===== config.mk =====
export PLATFORM = sky130hd
export DESIGN_NAME = ram_sp_ctrl
export DESIGN_NICKNAME = d
export VERILOG_FILES = /design/src/rtl/ram_pkg.sv /design/src/rtl/ram_array.sv /design/src/rtl/ram_sp_ctrl.sv
export SDC_FILE = /design/constraint.sdc
export NUM_CORES = 1
export LEC_CHECK = 0
export BUFFER_PORTS_ARGS = -buffer_cell sky130_fd_sc_hd__buf_2
export CAP_MARGIN = 40
export CORE_MARGIN = 1.5
export CORE_UTILIZATION = 50
export DETAILED_ROUTE_END_ITERATION = 8
export HOLD_SLACK_MARGIN = 0.05
export PLACE_DENSITY = 0.66
export SYNTH_ARGS = -nofsm -noshare
export SYNTH_HDL_FRONTEND = slang
export SYNTH_HIERARCHICAL = 1
export SYNTH_SLANG_ARGS = --single-unit

===== constraint.sdc =====
create_clock -name clk -period 3.9 [get_ports clk]
set_clock_uncertainty 0.2 [all_clocks]
set_input_delay 0.195 -clock clk [delete_from_list [all_inputs] [get_ports clk]]
set_output_delay 0.195 -clock clk [all_outputs]
set_load 0.02 [all_outputs]

===== src/rtl/ram_pkg.sv =====
// ram_pkg: shared definitions for the single-port RAM controller.
//
//   state_e   controller state (clear sequence / idle service)
//   parity()  even-parity bit of a data word, zero-extended to PAR_MAX_W.
//             Only used when RAM_PARITY_EN is defined.
//   *_DEF     default widths and depth of the memory
package ram_pkg;

  localparam int DATA_W_DEF = 8;
  localparam int ADDR_W_DEF = 5;
  localparam int DEPTH_DEF  = 32;

  // Widest data word the parity helper accepts. Narrower words are
  // zero-extended, which does not change their parity.
  localparam int PAR_MAX_W  = 64;

  typedef enum logic {
    ST_CLEAR = 1'b0,
    ST_IDLE  = 1'b1
  } state_e;

  // Even parity: the returned bit makes the total count of ones even.
  function automatic logic parity(input logic [PAR_MAX_W-1:0] data);
    return ^data;
  endfunction

endpackage


===== src/rtl/ram_array.sv =====
// ram_array: plain synchronous storage, one shared read/write port.
//
//   clk    rising-edge clock
//   en     port enable; nothing happens when low
//   we     1 = write wdata to mem[addr], 0 = read mem[addr] into rdata
//   addr   word address, must be < DEPTH whenever en is high
//   wdata  write word
//   rdata  registered read word, updated only by an enabled read
module ram_array #(
  parameter int WORD_W = 8,
  parameter int ADDR_W = 5,
  parameter int DEPTH  = 32
) (
  input  logic              clk,
  input  logic              en,
  input  logic              we,
  input  logic [ADDR_W-1:0] addr,
  input  logic [WORD_W-1:0] wdata,
  output logic [WORD_W-1:0] rdata
);

  logic [WORD_W-1:0] mem [DEPTH];

  // NOTE: the storage array has no reset so it maps onto RAM macros; all
  // sequential state here and elsewhere is updated with non-blocking <=
  // so every register samples pre-edge values.
  always_ff @(posedge clk) begin
    if (en) begin
      if (we) begin
        mem[addr] <= wdata;
      end else begin
        rdata <= mem[addr];
      end
    end
  end

endmodule


===== src/rtl/ram_sp_ctrl.sv =====
// ram_sp_ctrl: single-port synchronous RAM with request/ready handshake,
// post-reset hardware clear and out-of-range rejection.
//
// Optional feature macro: RAM_PARITY_EN
//   defined   -> each word stores an extra even-parity bit; par_err port added
//   undefined -> plain DATA_W storage, no par_err port
//
// Ports
//   clk       rising-edge clock
//   rst       asynchronous reset, active-high
//   req       access request, accepted when req && ready
//   we        1 = write, 0 = read (sampled with req)
//   addr      word address
//   wdata     write data
//   ready     request can be accepted this cycle
//   rdata     read data, valid with rvalid, held otherwise
//   rvalid    one-cycle pulse, one cycle after an accepted read
//   addr_err  one-cycle pulse, accepted request had addr >= DEPTH
//   busy      post-reset clear in progress
//   par_err   (RAM_PARITY_EN) one-cycle pulse with rvalid on parity mismatch
module ram_sp_ctrl
  import ram_pkg::*;
#(
  parameter int                DATA_W    = DATA_W_DEF,
  parameter int                ADDR_W    = ADDR_W_DEF,
  parameter int                DEPTH     = DEPTH_DEF,
  parameter logic [DATA_W-1:0] CLEAR_VAL = '0
) (
  input  logic              clk,
  input  logic              rst,
  input  logic              req,
  input  logic              we,
  input  logic [ADDR_W-1:0] addr,
  input  logic [DATA_W-1:0] wdata,
  output logic              ready,
  output logic [DATA_W-1:0] rdata,
  output logic              rvalid,
  output logic              addr_err,
  output logic              busy
`ifdef RAM_PARITY_EN
  ,
  output logic              par_err
`endif
);

`ifdef RAM_PARITY_EN
  localparam int MEM_W = DATA_W + 1;
`else
  localparam int MEM_W = DATA_W;
`endif

  // One extra bit so a DEPTH of 2**ADDR_W can still reach the last index
  // without the counter wrapping.
  localparam int                CNT_W     = ADDR_W + 1;
  localparam logic [CNT_W-1:0]  LAST_IDX  = CNT_W'(DEPTH - 1);
  localparam logic [CNT_W-1:0]  DEPTH_CNT = CNT_W'(DEPTH);

  state_e             state_q, state_d;
  logic [CNT_W-1:0]   clr_cnt_q, clr_cnt_d;

  logic               mem_en;
  logic               mem_we;
  logic [ADDR_W-1:0]  mem_addr;
  logic [MEM_W-1:0]   mem_wdata;
  logic [MEM_W-1:0]   mem_rdata;

  logic               in_range;
  logic               acc_read;
  logic               acc_err;
  logic               rvalid_q;
  logic               err_q;
  logic [DATA_W-1:0]  hold_q;
  logic [MEM_W-1:0]   wr_word;
  logic [MEM_W-1:0]   clr_word;

`ifdef RAM_PARITY_EN
  assign wr_word  = {parity(PAR_MAX_W'(wdata)), wdata};
  assign clr_word = {parity(PAR_MAX_W'(CLEAR_VAL)), CLEAR_VAL};
`else
  assign wr_word  = wdata;
  assign clr_word = CLEAR_VAL;
`endif

  assign in_range = ({1'b0, addr} < DEPTH_CNT);

  // NOTE: every signal driven in this block gets a default first, so no
  // path through the case leaves a value unassigned and no latch is inferred.
  always_comb begin
    state_d   = state_q;
    clr_cnt_d = clr_cnt_q;
    ready     = 1'b0;
    busy      = 1'b0;
    mem_en    = 1'b0;
    mem_we    = 1'b0;
    mem_addr  = '0;
    mem_wdata = clr_word;
    acc_read  = 1'b0;
    acc_err   = 1'b0;

    case (state_q)
      ST_CLEAR: begin
        busy      = 1'b1;
        mem_en    = 1'b1;
        mem_we    = 1'b1;
        mem_addr  = clr_cnt_q[ADDR_W-1:0];
        mem_wdata = clr_word;
        clr_cnt_d = clr_cnt_q + 1'b1;
        if (clr_cnt_q == LAST_IDX) begin
          state_d = ST_IDLE;
        end
      end

      ST_IDLE: begin
        ready = 1'b1;
        if (req) begin
          acc_read = !we;
          if (in_range) begin
            mem_en    = 1'b1;
            mem_we    = we;
            mem_addr  = addr;
            mem_wdata = wr_word;
          end else begin
            // Rejected: writes are dropped, reads return zero.
            acc_err = 1'b1;
          end
        end
      end

      default: state_d = ST_CLEAR;
    endcase
  end

  always_ff @(posedge clk or posedge rst) begin
    if (rst) begin
      state_q   <= ST_CLEAR;
      clr_cnt_q <= '0;
      rvalid_q  <= 1'b0;
      err_q     <= 1'b0;
      hold_q    <= '0;
    end else begin
      state_q   <= state_d;
      clr_cnt_q <= clr_cnt_d;
      rvalid_q  <= acc_read;
      err_q     <= acc_err;
      hold_q    <= rdata;
    end
  end

  ram_array #(
    .WORD_W (MEM_W),
    .ADDR_W (ADDR_W),
    .DEPTH  (DEPTH)
  ) u_array (
    .clk   (clk),
    .en    (mem_en),
    .we    (mem_we),
    .addr  (mem_addr),
    .wdata (mem_wdata),
    .rdata (mem_rdata)
  );

  // The array output is only meaningful in the cycle after a read, so it is
  // exposed then and the last presented value is held otherwise.
  always_comb begin
    rdata = hold_q;
    if (rvalid_q) begin
      rdata = err_q ? '0 : mem_rdata[DATA_W-1:0];
    end
  end

  assign rvalid   = rvalid_q;
  assign addr_err = err_q;

`ifdef RAM_PARITY_EN
  assign par_err = rvalid_q && !err_q &&
                   (parity(PAR_MAX_W'(mem_rdata[DATA_W-1:0])) != mem_rdata[DATA_W]);
`endif

endmodule


**Yosys cells after proc, flatten, opt, wreduce, memory -nomap -nowiden**

Memories as Yosys holds them, arrays and structs flattened. A register that Yosys moved wholly into a read port is not among the register bits.
Index checks and enable logic that the tools add are counted.

- Register bits after elaboration: 16
- RAM bits: 256
- Bits of input ports: 17
- Memories kept: 1

Memories:

| name | depth | bits a word | rd ports | clocked after Yosys merged registers in | write ports | line | text |
|---|---|---|---|---|---|---|---|
| u_array.mem | 32 | 8 | 1 | 1 | 1 | ram_array.sv:22 | `logic [WORD_W-1:0] mem [DEPTH];` |

- Add/subtract/negate cells: 1
- Equal/unequal tests: 1
- Mux-type cells: 18
- Bitwise operators: 2
- Reductions and logical operators: 2

Operator list:

| operator | number |
|---|---|
| two-way mux 8 bit | 2 |
| one-hot mux 8 bit (2 select lines) | 1 |
| two-way mux 1 bit | 11 |
| one-hot mux 5 bit (2 select lines) | 1 |
| adder 6 x 1 -> 6 bit, second input constant | 1 |
| equality test 6 x 5 -> 1 bit, second input constant | 1 |
| two-way mux 5 bit | 1 |
| one-hot mux 1 bit (2 select lines) | 2 |
| NOT 1 bit | 2 |
| AND reduction 2 bit | 1 |
| zero test 1 bit | 1 |

**Depth between registers and ports, before layout**

- Word-level depth: 5
- Depth in mapped cells: 9
- Depth with buffers taken out: 7

**By module**

The synthesis kept the hierarchy.

By module, submodules not included:

| module | times used | cells an instance | area an instance (sq um) | seq. area each (sq um) |
|---|---|---|---|---|
| ram_array | 1 | 580 | 10289.9 | 7927.6 |
| ram_sp_ctrl | 1 | 67 | 778.2 | 400.4 |

**Worst setup path after synthesis**

Ideal clock, no wire load.

- Path kind: register -> register
- From: register state_q
- To: memory u_array.mem[27][0], enable pin
- Library setup time: 0.383 ns
- Data arrival time: 2.468 ns
- Required time: 3.317 ns
- Path slack: 0.849 ns
- Stages on the path, launching flop included: 8
- Buffers on the path: 3
- Clock period less this slack: 3.051 ns
- Path through: dfrtp_1 > and2_0 > a22o_1 > clkbuf_1 > buf_2 > buf_2 > nand4_1 > nor3_1

- Elaborated cells on any way between the ends: 7
- Classes of those cells: mux: 6; bitwise: 1

RTL lines:

| what | line | text |
|---|---|---|
| start: declaration | ram_sp_ctrl.sv:58 | `state_e state_q, state_d;` |
| start signal: assignment | ram_sp_ctrl.sv:141 | `state_q <= state_d;` |
| NOT 1 bit | -- |  |
| one-hot mux 5 bit (2 select lines) (*) | ram_sp_ctrl.sv:100 | `case (state_q)` |
| via mem_addr[1] | ram_sp_ctrl.sv:63 | `logic [ADDR_W-1:0] mem_addr;` |
| end: declaration | ram_array.sv:22 |  |

The timed path passes the listed nets; every way through them passes the cells marked *.

**Final worst setup path**

- From: register state_q
- To: register u_array.rdata[6] (read register of u_array.mem) (data pin)

- Elaborated cells on any way between the ends: 6
- Classes of those cells: mux: 3; bitwise: 2; reduce/logical: 1

RTL lines:

| what | line | text |
|---|---|---|
| NOT 1 bit | -- |  |
| one-hot mux 5 bit (2 select lines) (*) | ram_sp_ctrl.sv:100 |  |
| via mem_addr[2] | ram_sp_ctrl.sv:63 |  |
| end: declaration | ram_array.sv:19 | `output logic [WORD_W-1:0] rdata` |

Marks and branches as above.
A chain may end at the register's enable or synchronous reset.

==> summary.md <==
| Metric | Value |
|---|---|
| Area of placed instances | `roughly 12000 sq um` |
| Synth cell count leaders | `264 x edfxtp_1, 128 x mux2i_1, 64 x o22ai_1` |
| DR DRC count | `0` |
| Post-synth EDFFs | `264` |
| Cell taking the most area after synthesis | `edfxtp_1` |
| First drt pass iteration count | `5` |
| Initial antenna violation count | `0` |
| H-tree Lvls | `1` |
| Ys flop type | `edfxtp_1` |
| Psw | `~1.3 mW` |
| Internal reg-to-reg setup slack | `0.59 ns` |
| Worst hold-check path type | `in -> async` |
| Port bufs | `27` |
| Sequential share of power | `a little over half` |
| Final setup violation count | `0` |
| Warnings, synthesis | `6` |
| Arr. time, crit path | `3.38 ns` |
| Cell Area, Synth | `11100 sq um` |
| Routed length per instance | `24.7 um` |
| Comb pwr share | `between 4 and 5%` |
| #FFs+latches synth | `280` |
| Largest net degree at the start of global routing | `37` |
| Footprint of the multi-input gates | `approximately 2500 sq um` |
| Vias in the first global route | `between 5000 and 6000` |
| Clock tree buffer depth | `3` |
| Vias per cell | `slightly above 6` |
| Total Neg Setup Slack | `0 ns` |
| Share of post-route cells with drive strength above 1 | `roughly 16%` |
| Final instance area | `12500 sq um` |
| Total CTS buffers | `28` |
| Register area | `about 8300 sq um` |
| Tcrit/Tclk final | `a little over four fifths` |
| PostCTS Resize Cnt | `0` |
| FMAX | `roughly 0.3 GHz` |
| Clock slew at reported path FFs | `0.06 ns` |
| Internal | `about 4.8 mW` |
| Worst-Skew Late Latency | `~0.55 ns` |
| Die ar. | `around 23000 sq um` |
| Syn_area_per_cell | `around 17 sq um` |
| Final-report hold violation count | `0` |
| MaxCap Viol Count | `0` |
| Clock root buffer | `clkbuf_16` |
| Seq/Total Area, Yosys | `between 70% and 80%` |
| Max-slew violation count | `0` |
| Worst vdd ir | `0.280 mV` |
| Tot GR Track Use | `between 20% and 30%` |
| Synth top area share | `approximately 70%` |
| CP required | `between 3 and 4 ns` |
| Fill count | `~1700` |
| Initial detailed-routing violation count | `a little under 700` |
| Critical path peak fanout | `27` |
| PwrDens | `approximately 490 nW/um^2` |
| # rows | `54` |
| CTS tree | `yes` |
| Top-count cell post-synth | `edfxtp_1` |
| Syn Inst Count | `between 600 and 700` |
| Clock Power Share | `~40%` |
| RSZ-0062 raised after global routing | `no` |
| Switching part of the total | `a little over a fifth` |
| Sink Count | `280` |
| Syn_nets | `roughly 670` |
| Status | `finished, final reports clean` |
| Worst Path Class, Setup | `reg -> reg` |
| Leak | `between 4 and 5 nW` |
| Starting density of the core | `between 50 and 60%` |
| Distinct cells, synth | `40` |
| Die width | `roughly 150 um` |
| First-pass GRT wire length | `approximately 36 mm` |
| DP Wirelength | `15.5 mm` |
| ANT cells | `0` |
| RD Place Congestion | `around 0.83` |
| Grt ovf | `0` |
| Design Power | `6.07 mW` |
| Crit start category | `register` |
| P&R area growth vs syn | `12.5%` |
| Critical path endpoint category | `register` |
| Synth top area cells | `edfxtp_1 72%, mux2i_1 12%, dfrtp_1 3.6%` |
| Crit path time final | `~3.3 ns` |
| Final WL | `24.6 mm` |
| Core ar. | `between 20000 and 25000 sq um` |
| Slew HR | `between 40% and 50%` |
| Asr flop ratio synth | `under 10%` |
| Layout Nets | `712` |
| Least-Margin Pin Slew | `0.847 ns` |
| IO Pins | `29` |
| Vias | `~6000` |
| Die span in y | `152 um` |
| Antenna-violating nets left | `0` |
final timing paths:
path | from | end | depth (start not counted)
setup / recovery | state_q$_DFF_PP0_ | u_array/rdata[6]$_DFFE_PP_ | 7
hold / removal | rst | hold_q[5]$_DFF_PP0_ | 3
setup reg to reg | state_q$_DFF_PP0_ | u_array/rdata[6]$_DFFE_PP_ | 7
hold reg to reg | clr_cnt_q[5]$_DFFE_PP0N_ | clr_cnt_q[5]$_DFFE_PP0N_ | 1
max in group asynchronous | rst | clr_cnt_q[1]$_DFFE_PP0N_ | 3
min in group clk | wdata[7] | u_array/mem[11][7]$_DFFE_PP_ | 3
power groups by stage:
| stage | clock network (mW) | registers [mW] | logic (mW) |
|---|---|---|---|
| 2_1_floorplan | 0 | 3.38 | 0.188 |
| 3_3_place_gp | 0 | 3.38 | 0.279 |
| 3_5_place_dp | 0 | 3.38 | 0.285 |
| 4_1_cts | 2.49 | 3.32 | 0.289 |
| 5_1_grt | 2.60 | 3.32 | 0.308 |
| 6_report | 2.46 | 3.32 | 0.289 |
layout by cell type, fill, tap and decap left out, drive strengths merged, types with 3 or more instances in the layout:
master       count
mux2i          128
clkinv          15
nor4            16
nor3             5
xnor2            4
mux2             9
dlygate4sd3      4
nand4            3
nand4bb          5
edfxtp         264
nand2           18
or4b             4
nor2            31
clkbuf          33
dfrtp           16
o21ai            3
and3             8
nand4b           5
inv              4
o22ai           64
buf             52
final cells by class:
type	instances	share of cell area, %
Sequential cell	280	66.9
Multi-Input combinational cell	324	20.4
Clock buffer	33	5.78
Timing Repair Buffer	56	3.01
Tap cell	280	2.81
Clock inverter	18	1.00
Inverter	4	0.121
state kept, by name, summed over array words and instances (netlist names):
signal,count
rvalid,1
u_array/rdata,8
state_q,1
hold_q,8
u_array/mem,256
clr_cnt_q,6
metrics by stage:
step	hold WS [ns]	util, %	worst slack (ns)	std cells
final	0.0775	57.3	0.586	995
after global routing	0.147	57.3	0.476	995
after CTS	0.0779	57.3	0.632	995
after detailed placement	0.103	53.2	0.620	940
after global placement	0.0763	53.2	0.676	939
after floorplan	-0.0913	-	0.849	647
kinds of logic after synthesis:
family                   Yosys count  synth area share [%]
XOR/XNOR                           5                 0.396
AND/OR/NAND/NOR                  110                  5.86
buffers and inverters             43                  1.89
multiplexers                     137                  12.5
flip-flops                       280                  75.2
AO/OA/AOI/OAI                     70                  3.98
other                              1                0.0339
adder cells (fa/ha/maj)            1                 0.113
routing by layer:
metal,GRT usage [%],up-vias,part of all wire (%)
met5,0,-,0
met4,5.67,0,1.9
met3,4.13,37,7.9
met2,34.3,253,47
met1,31.8,3058,43
li1,-,2668,-
critical path, cell delays in order (launching register included):
cell and delay, ns:
dfrtp_1 0.38, buf_4 0.19, and2b_1 0.23, a21o_1 0.65, nand4bb_1 0.48, o22ai_1 0.25, nor4_1 0.55, nand2_1 0.10
repair_timing:
item,CTS,global route
hold buffers,4,0
setup buffers,0,0
endpoints found under the hold margin,18,0
setup endpoints to repair,0,0
(Power assumes the default switching activity.)
